**src/rtl/seg_pkg.sv**
```systemverilog
// Shared types and active-low hex glyph constants for the seg_mux_n display driver.
// Segment order everywhere is {g,f,e,d,c,b,a}; a 0 bit lights the segment.
package seg_pkg;

  typedef logic [6:0] seg7_t;

  localparam seg7_t SEG_OFF_AL = 7'b1111111;

  localparam seg7_t GLYPH_0 = 7'b1000000;
  localparam seg7_t GLYPH_1 = 7'b1111001;
  localparam seg7_t GLYPH_2 = 7'b0100100;
  localparam seg7_t GLYPH_3 = 7'b0110000;
  localparam seg7_t GLYPH_4 = 7'b0011001;
  localparam seg7_t GLYPH_5 = 7'b0010010;
  localparam seg7_t GLYPH_6 = 7'b0000010;
  localparam seg7_t GLYPH_7 = 7'b1111000;
  localparam seg7_t GLYPH_8 = 7'b0000000;
  localparam seg7_t GLYPH_9 = 7'b0010000;
  localparam seg7_t GLYPH_A = 7'b0001000;
  localparam seg7_t GLYPH_B = 7'b0000011;  // lowercase b
  localparam seg7_t GLYPH_C = 7'b1000110;
  localparam seg7_t GLYPH_D = 7'b0100001;  // lowercase d
  localparam seg7_t GLYPH_E = 7'b0000110;
  localparam seg7_t GLYPH_F = 7'b0001110;

endpackage

```
**src/rtl/seg_hex_decoder.sv**
```systemverilog
// Combinational hex nibble to active-low seven-segment glyph.
module seg_hex_decoder
  import seg_pkg::*;
(
  input  logic [3:0] nibble_i,
  output seg7_t      seg_o
);

  always_comb begin
    seg_o = SEG_OFF_AL;
    case (nibble_i)
      4'h0: seg_o = GLYPH_0;
      4'h1: seg_o = GLYPH_1;
      4'h2: seg_o = GLYPH_2;
      4'h3: seg_o = GLYPH_3;
      4'h4: seg_o = GLYPH_4;
      4'h5: seg_o = GLYPH_5;
      4'h6: seg_o = GLYPH_6;
      4'h7: seg_o = GLYPH_7;
      4'h8: seg_o = GLYPH_8;
      4'h9: seg_o = GLYPH_9;
      4'hA: seg_o = GLYPH_A;
      4'hB: seg_o = GLYPH_B;
      4'hC: seg_o = GLYPH_C;
      4'hD: seg_o = GLYPH_D;
      4'hE: seg_o = GLYPH_E;
      4'hF: seg_o = GLYPH_F;
      default: seg_o = SEG_OFF_AL;
    endcase
  end

endmodule

```
**src/rtl/seg_mux_n.sv**
```systemverilog
// Time-multiplexed N-digit hex display driver with frame-synchronous double buffering,
// per-slot guard time and frame-done strobe. Optional dimming via `define SEG_DIM_EN.
module seg_mux_n
  import seg_pkg::*;
#(
  parameter int NUM_DIGITS     = 4,
  parameter int REFRESH_DIV    = 48000,
  parameter int GUARD_CYCLES   = 16,
  parameter int SEG_ACTIVE_LOW = 1
) (
  input  logic                    clk,
  input  logic                    reset,
  input  logic [4*NUM_DIGITS-1:0] digits,
  input  logic [NUM_DIGITS-1:0]   blank,
  input  logic                    load,
`ifdef SEG_DIM_EN
  input  logic [2:0]              brightness,
`endif
  output seg7_t                   seg,
  output logic [NUM_DIGITS-1:0]   select,
  output logic                    frame_done
);

  localparam int CW = $clog2(REFRESH_DIV);
  localparam int IW = $clog2(NUM_DIGITS);
  localparam logic [CW-1:0] PRE_LAST  = CW'(REFRESH_DIV - 1);
  localparam logic [CW-1:0] PRE_GUARD = CW'(GUARD_CYCLES);
  localparam logic [IW-1:0] IDX_LAST  = IW'(NUM_DIGITS - 1);
  localparam logic [NUM_DIGITS-1:0] SEL_ONE = {{(NUM_DIGITS-1){1'b0}}, 1'b1};
  localparam seg7_t SEG_OFF = (SEG_ACTIVE_LOW != 0) ? SEG_OFF_AL : ~SEG_OFF_AL;

  logic [CW-1:0]           pre_cnt_q, pre_cnt_d;
  logic [IW-1:0]           idx_q, idx_d;
  logic [4*NUM_DIGITS-1:0] act_dig_q, act_dig_d, pend_dig_q, pend_dig_d;
  logic [NUM_DIGITS-1:0]   act_blank_q, act_blank_d, pend_blank_q, pend_blank_d;
  seg7_t                   seg_q, seg_d;
  logic [NUM_DIGITS-1:0]   sel_q, sel_d;
  logic                    frame_done_q;

  logic                    slot_end, frame_end, lit;
  logic [3:0]              cur_nibble;
  logic [4*NUM_DIGITS-1:0] dig_shift;
  logic [NUM_DIGITS-1:0]   blank_shift;
  seg7_t                   dec_al;

  assign slot_end  = (pre_cnt_q == PRE_LAST);
  assign frame_end = slot_end && (idx_q == IDX_LAST);

  assign dig_shift   = act_dig_q >> {idx_q, 2'b00};
  assign blank_shift = act_blank_q >> idx_q;
  assign cur_nibble  = dig_shift[3:0];

  seg_hex_decoder u_dec (
    .nibble_i (cur_nibble),
    .seg_o    (dec_al)
  );

`ifdef SEG_DIM_EN
  logic [2:0]    bright_q, bright_eff;
  logic [CW+3:0] lit_limit;

  // Brightness is taken live on pre_cnt == 0 so a zero guard still sees this slot's value.
  assign bright_eff = (pre_cnt_q == '0) ? brightness : bright_q;
  assign lit_limit  = (CW+4)'({1'b0, bright_eff} + 4'd1) * (CW+4)'(REFRESH_DIV / 8);

  always_ff @(posedge clk or posedge reset) begin
    if (reset) bright_q <= 3'd7;
    else       bright_q <= bright_eff;
  end

  assign lit = (pre_cnt_q >= PRE_GUARD) && !blank_shift[0] &&
               ({4'b0000, pre_cnt_q} < lit_limit);
`else
  assign lit = (pre_cnt_q >= PRE_GUARD) && !blank_shift[0];
`endif

  always_comb begin
    pre_cnt_d = slot_end ? '0 : pre_cnt_q + 1'b1;
    idx_d     = idx_q;
    if (slot_end) idx_d = (idx_q == IDX_LAST) ? '0 : idx_q + 1'b1;

    // A load on the frame-end cycle goes straight through pending into active.
    pend_dig_d   = load ? digits : pend_dig_q;
    pend_blank_d = load ? blank  : pend_blank_q;
    act_dig_d    = frame_end ? pend_dig_d   : act_dig_q;
    act_blank_d  = frame_end ? pend_blank_d : act_blank_q;

    sel_d = lit ? (SEL_ONE << idx_q) : '0;
    seg_d = SEG_OFF;
    if (lit) seg_d = (SEG_ACTIVE_LOW != 0) ? dec_al : ~dec_al;
  end

  always_ff @(posedge clk or posedge reset) begin
    if (reset) begin
      pre_cnt_q    <= '0;
      idx_q        <= '0;
      act_dig_q    <= '0;
      pend_dig_q   <= '0;
      act_blank_q  <= '1;
      pend_blank_q <= '1;
      seg_q        <= SEG_OFF;
      sel_q        <= '0;
      frame_done_q <= 1'b0;
    end else begin
      pre_cnt_q    <= pre_cnt_d;
      idx_q        <= idx_d;
      act_dig_q    <= act_dig_d;
      pend_dig_q   <= pend_dig_d;
      act_blank_q  <= act_blank_d;
      pend_blank_q <= pend_blank_d;
      seg_q        <= seg_d;
      sel_q        <= sel_d;
      frame_done_q <= frame_end;
    end
  end

  assign seg        = seg_q;
  assign select     = sel_q;
  assign frame_done = frame_done_q;

endmodule

```
**config.mk**
```make
export PLATFORM = sky130hd
export DESIGN_NAME = seg_mux_n
export DESIGN_NICKNAME = d
export VERILOG_FILES = /design/src/rtl/seg_pkg.sv /design/src/rtl/seg_hex_decoder.sv /design/src/rtl/seg_mux_n.sv
export SDC_FILE = /design/constraint.sdc
export NUM_CORES = 1
export LEC_CHECK = 0
export CORE_MARGIN = 4
export CORE_UTILIZATION = 55
export CTS_CLUSTER_SIZE = 24
export DETAILED_ROUTE_END_ITERATION = 10
export PLACE_DENSITY = 0.82
export SLEW_MARGIN = 10
export SYNTH_ARGS = -nofsm -noshare
export SYNTH_HDL_FRONTEND = slang
export SYNTH_SLANG_ARGS = --single-unit
```
**constraint.sdc**
```tcl
create_clock -name clk -period 5.45 [get_ports clk]
set_input_delay 1.09 -clock clk [delete_from_list [all_inputs] [get_ports clk]]
set_output_delay 1.09 -clock clk [all_outputs]
set_load 0.01 [all_outputs]
```
== After elaboration in Yosys (flattened, before gate mapping) ==
Memory sizes are Yosys's and may differ from the RTL's.
Index checks and enable logic that the tools add are counted.

* Flip-flop bits (word level): 70
* Latch bits: 0
* Memory bits (writable): 0
* Memory bits (read-only): 112
* Input port bits: 23
* Output and inout bits: 12
* Word-level logic and storage cells: 27
* Memories: 1

{| class="wikitable"
|+ Memory list
! memory !! depth !! width !! rd ports !! clocked after Yosys merged registers in !! wr ports !! RTL line !! text
|-
| (no name shown) || 16 || 7 || 1 || 0 || 0 || seg_hex_decoder.sv:11 || <nowiki>case (nibble_i)</nowiki>
|}

* Add/subtract/negate cells: 2
* Multipliers: 0
* Divide/modulo/power cells: 0
* $lt $le $gt $ge: 1
* Equal/unequal tests: 2
* Shifts and indexed selects: 3
* Muxes and demuxes: 6
* Bitwise logic cells: 0
* Reduce and logical (&&, ||, !) cells: 3

{| class="wikitable"
|+ Operator list
! kind !! number
|-
| $mux 16 || 2
|-
| $add 16x1->16 const B || 1
|-
| $eq 16x16->1 const B || 1
|-
| $ge 16x5->1 const B || 1
|-
| $shr 16x4->4 || 1
|-
| $mux 4 || 2
|-
| $mux 7 || 1
|-
| $shl 1x2->4 const A || 1
|-
| $shr 4x2->1 || 1
|-
| $add 2x1->2 const B || 1
|-
| $eq 2x2->1 const B || 1
|-
| $logic_and 1x1->1 || 2
|-
| $mux 2 || 1
|-
| $logic_not 1->1 || 1
|}

== Logic depth before layout (Yosys ltp) ==
* Word-level depth: 4
* Depth in mapped cells: 7
* Gate-level depth less buffers: 6

== By module ==
From an unflattened synthesis, not the netlist that was laid out.

* Cells, all modules: 250
* Area, all modules: 3244.4 um2

{| class="wikitable"
|+ By module, submodules not included
! module !! instances !! cells an instance !! area each (um2) !! sequential area each (um2)
|-
| seg_mux_n || 1 || 217 || 2970.3 || 1770.4
|-
| seg_hex_decoder || 1 || 33 || 274.0 || 0.0
|}

== Least setup slack after synthesis ==
OpenSTA, ideal clock, no wires.

* Kind: input-to-reg
* Start point: in load
* End point: reg act_dig_q[1]
* Setup time: 0.127 ns
* Arrival: 2.065 ns
* Required time: 5.323 ns
* Setup slack: 3.258 ns
* Cell stages on the path: 3
* Path buffers: 1
* Cell sequence: clkbuf_1 mux2_2 mux2_1

* Cells in the longest elaborated chain, start to end: 1

{| class="wikitable"
|+ RTL lines
! what !! RTL line !! text
|-
| start: declaration || seg_mux_n.sv:15 || <nowiki>input logic load,</nowiki>
|-
| $mux 16 || seg_mux_n.sv:83 || <nowiki>pend_dig_d = load ? digits : pend_dig_q;</nowiki>
|-
| net pend_dig_d[1] || seg_mux_n.sv:34 || <nowiki>logic [4*NUM_DIGITS-1:0] act_dig_q, act_dig_d, pend_dig_q, pend_dig_d;</nowiki>
|-
| end signal: assignment || seg_mux_n.sv:107 || <nowiki>act_dig_q <= act_dig_d;</nowiki>
|-
| end: declaration || seg_mux_n.sv:34 ||
|}

The timed path passes the listed nets, and every way through them passes these cells.
A chain may end at the register's enable or synchronous reset.

== Worst setup path after layout ==
* Start point: reg pre_cnt_q[0]
* End point: reg act_dig_q[1]

* Cells in the longest elaborated chain, start to end: 2

{| class="wikitable"
|+ RTL lines
! what !! RTL line !! text
|-
| start: declaration || seg_mux_n.sv:32 || <nowiki>logic [CW-1:0] pre_cnt_q, pre_cnt_d;</nowiki>
|-
| start signal: assignment || seg_mux_n.sv:105 || <nowiki>pre_cnt_q <= pre_cnt_d;</nowiki>
|-
| $eq 16x16->1 || seg_mux_n.sv:46 || <nowiki>assign slot_end = (pre_cnt_q == PRE_LAST);</nowiki>
|-
| $logic_and 1x1->1 || seg_mux_n.sv:47 || <nowiki>assign frame_end = slot_end && (idx_q == IDX_LAST);</nowiki>
|}

No other way between the ends.

==> results.txt <==
synthesized area = 3290 sq um
initial antenna violation count = 0
Setup Buffers After CTS = 0
post-DP HPWL = 3820 um
drt drc = 0
die width = 85.3 um
max-slew violations = 0
die area = 7280 sq um
CP Cell Sequence = ha_1 -> nand4_1 -> nor4_4 -> and2_4 -> mux2_1
Worst Clk Skew = 0.00564 ns
LEAKAGE = 1.66 nW
Port Buf Inserts = 34
Max Fclk = 0.361 GHz
share of layout cells above drive strength 1 = 0.286
most common cell in the netlist = dfrtp_1
CP Class = register to register
Post-DRT Antenna Nets = 0
Peak VDD IR = 0.171 mV
number of global-route vias before repair = 1,934
final hold vios = 0
Seq cells post-synth = 70
HP Class = register to register
gr usage total = 0.174
Seq/Total Area, Yosys = 0.538
Syn Inst Count = 244
Die Ht = 85.3 um
CP required = 5.67 ns
Post-synth top cells = 55 x dfrtp_1, 22 x mux2_2, 17 x mux2_4
Syn Nets = 279
WL/cell = 16.1 um
Max-slew headroom = 0.393
YS warnings = 0
unrepaired setup endpoints after global routing = false
Slowest cell on crit path = nor4_4
Final Critical Period = 2.77 ns
vias = 1,959
Starting Density = 0.583
crit start category = register
Hold Crit Depth = 1
row cnt = 27
H-tree depth = 3
Placer Congestion = 0.824
Hold Buf Count CTS = 0
max incr delay on CP = 0.82 ns
Pre-antenna DRT Iters = 4
Post-synth EDFFs = 0
clk sinks = 70
CTS tree = yes
CP arrival = 2.99 ns
Worst Path Max Fanout = 21
Longest Clk Path Bufs = 2
DRT iter0 DRCs = 99
Layout area overhead = 15.8%
largest net degree at the start of global routing = 71
ant diodes = 0
Yosys cell types = 40
TritonCTS buffer count = 9
I/O pins = 35
top area cells in the synthesized netlist = dfrtp_1 42%, dfstp_2 12%, mux2_4 7.8%
setup TNS = 0 ns
clk_lat worst skew = 0.34 ns
CTS root buffer = clkbuf_8
post-synth top area cell = dfrtp_1
grt total ovfl = 0
top cell type's share of synthesized area = 0.418
fin crit share = 0.509
PwrDens = 249 nW/um^2
Worst Setup End Kind = register
Async SR Flop Fraction = 1.00
Max-Cap Viols = 0
Final setup violation count = 0
Core Box Area = 5640 sq um
status = completed
total power = 0.949 mW
Final #Nets = 314
Synth Flop Type = dfrtp_1
worst r2r path cells = 5
Via density = 5.52
total wire length = 5730 um
Synth Area per Inst = 13.5 sq um
cts repair resizes = 0
Worst Tran Pin Value = 0.907 ns
first-pass GRT wire length = 9780 um
Reg clk slew, reported paths = 0.07 ns
==> worst max-delay path, delay by kind of cell (launching register included) <==
family	cells	cell delay (ns)
DFF	1	0.41
adders and majority gates	1	0.22
and+or+nand+nor	3	1.64
muxes	1	0.37
==> cell type report <==
type | count | area (sq um)
Multi-Input combinational cell | 153 | 1400
Fill cell | 385 | 1830
Timing Repair Buffer | 35 | 348
Sequential cell | 70 | 1770
Clock buffer | 11 | 141
Tap cell | 72 | 90.1
Inverter | 10 | 37.5
Clock inverter | 4 | 23.8
==> cells by family after synthesis <==
group | count (synthesis) | share of synthesized area
AOI/OAI and AO/OA | 23 | 0.0456
xor gates and xnor gates | 14 | 0.0373
adders and majority gates | 12 | 0.0456
buffers and inverters | 21 | 0.0365
DFF | 70 | 0.538
muxes | 47 | 0.201
and+or+nand+nor | 57 | 0.0959
==> sequential cells by signal, summed over array words and instances (netlist names) <==
signal and count:
act_dig_q 16, idx_q 2, pend_blank_q 4, pend_dig_q 16
frame_done 1, select 4, pre_cnt_q 16, seg 7
act_blank_q 4
==> placed cells by master, fill, tap and decap left out, drive strengths merged, types with 3 or more instances in the layout <==
master,count
a21oi,4
and2,5
clkbuf,11
clkdlybuf4s50,34
clkinv,4
dfrtp,55
dfstp,15
ha,12
inv,10
mux2,41
mux4,6
nand2,11
nand3,7
nand4,6
nor2,11
nor4,5
o211ai,4
o21ai,7
or3,3
xnor2,7
xor2,7
==> through the flow <==
stage          cell area [sq um]  setup slack [ns]   util  std cells  hold slack, ns
2_1_floorplan               3290              2.62      -        244           0.453
3_3_place_gp                3640              2.45  0.646        340           0.474
3_5_place_dp                3640              2.39  0.646        340           0.487
4_1_cts                     3810              2.68  0.675        355           0.504
5_1_grt                     3810              2.46  0.675        355           0.517
6_report                    3810              2.68  0.675        355           0.497
==> worst paths after layout <==
check	start	to	slack, ns
hold reg to reg	pend_dig_q[8]	pend_dig_q[8]	0.50
setup / recovery	pre_cnt_q[0]	act_dig_q[1]	2.68
setup reg to reg	pre_cnt_q[0]	act_dig_q[1]	2.68
max in group asynchronous	reset	act_dig_q[2]	3.59
min in group asynchronous	reset	select[0]	1.33
hold / removal	pend_dig_q[8]	pend_dig_q[8]	0.50
==> power breakdown <==
| group | switching (mW) | internal, mW | total (mW) |
|---|---|---|---|
| registers | 0.00404 | 0.537 | 0.541 |
| logic | 0.0222 | 0.0282 | 0.0505 |
| clock network | 0.184 | 0.174 | 0.357 |
| total | 0.210 | 0.738 | 0.949 |
==> layer usage <==
layer | global-route usage | part of all wire | up-vias
li1 | - | - | 925
met1 | 0.239 | 0.46 | 971
met2 | 0.263 | 0.47 | 52
met3 | 0.0320 | 0.045 | 11
met4 | 0.0921 | 0.024 | 0
met5 | 0 | 0 | -
Note: power is estimated with default switching activity, not from simulation.
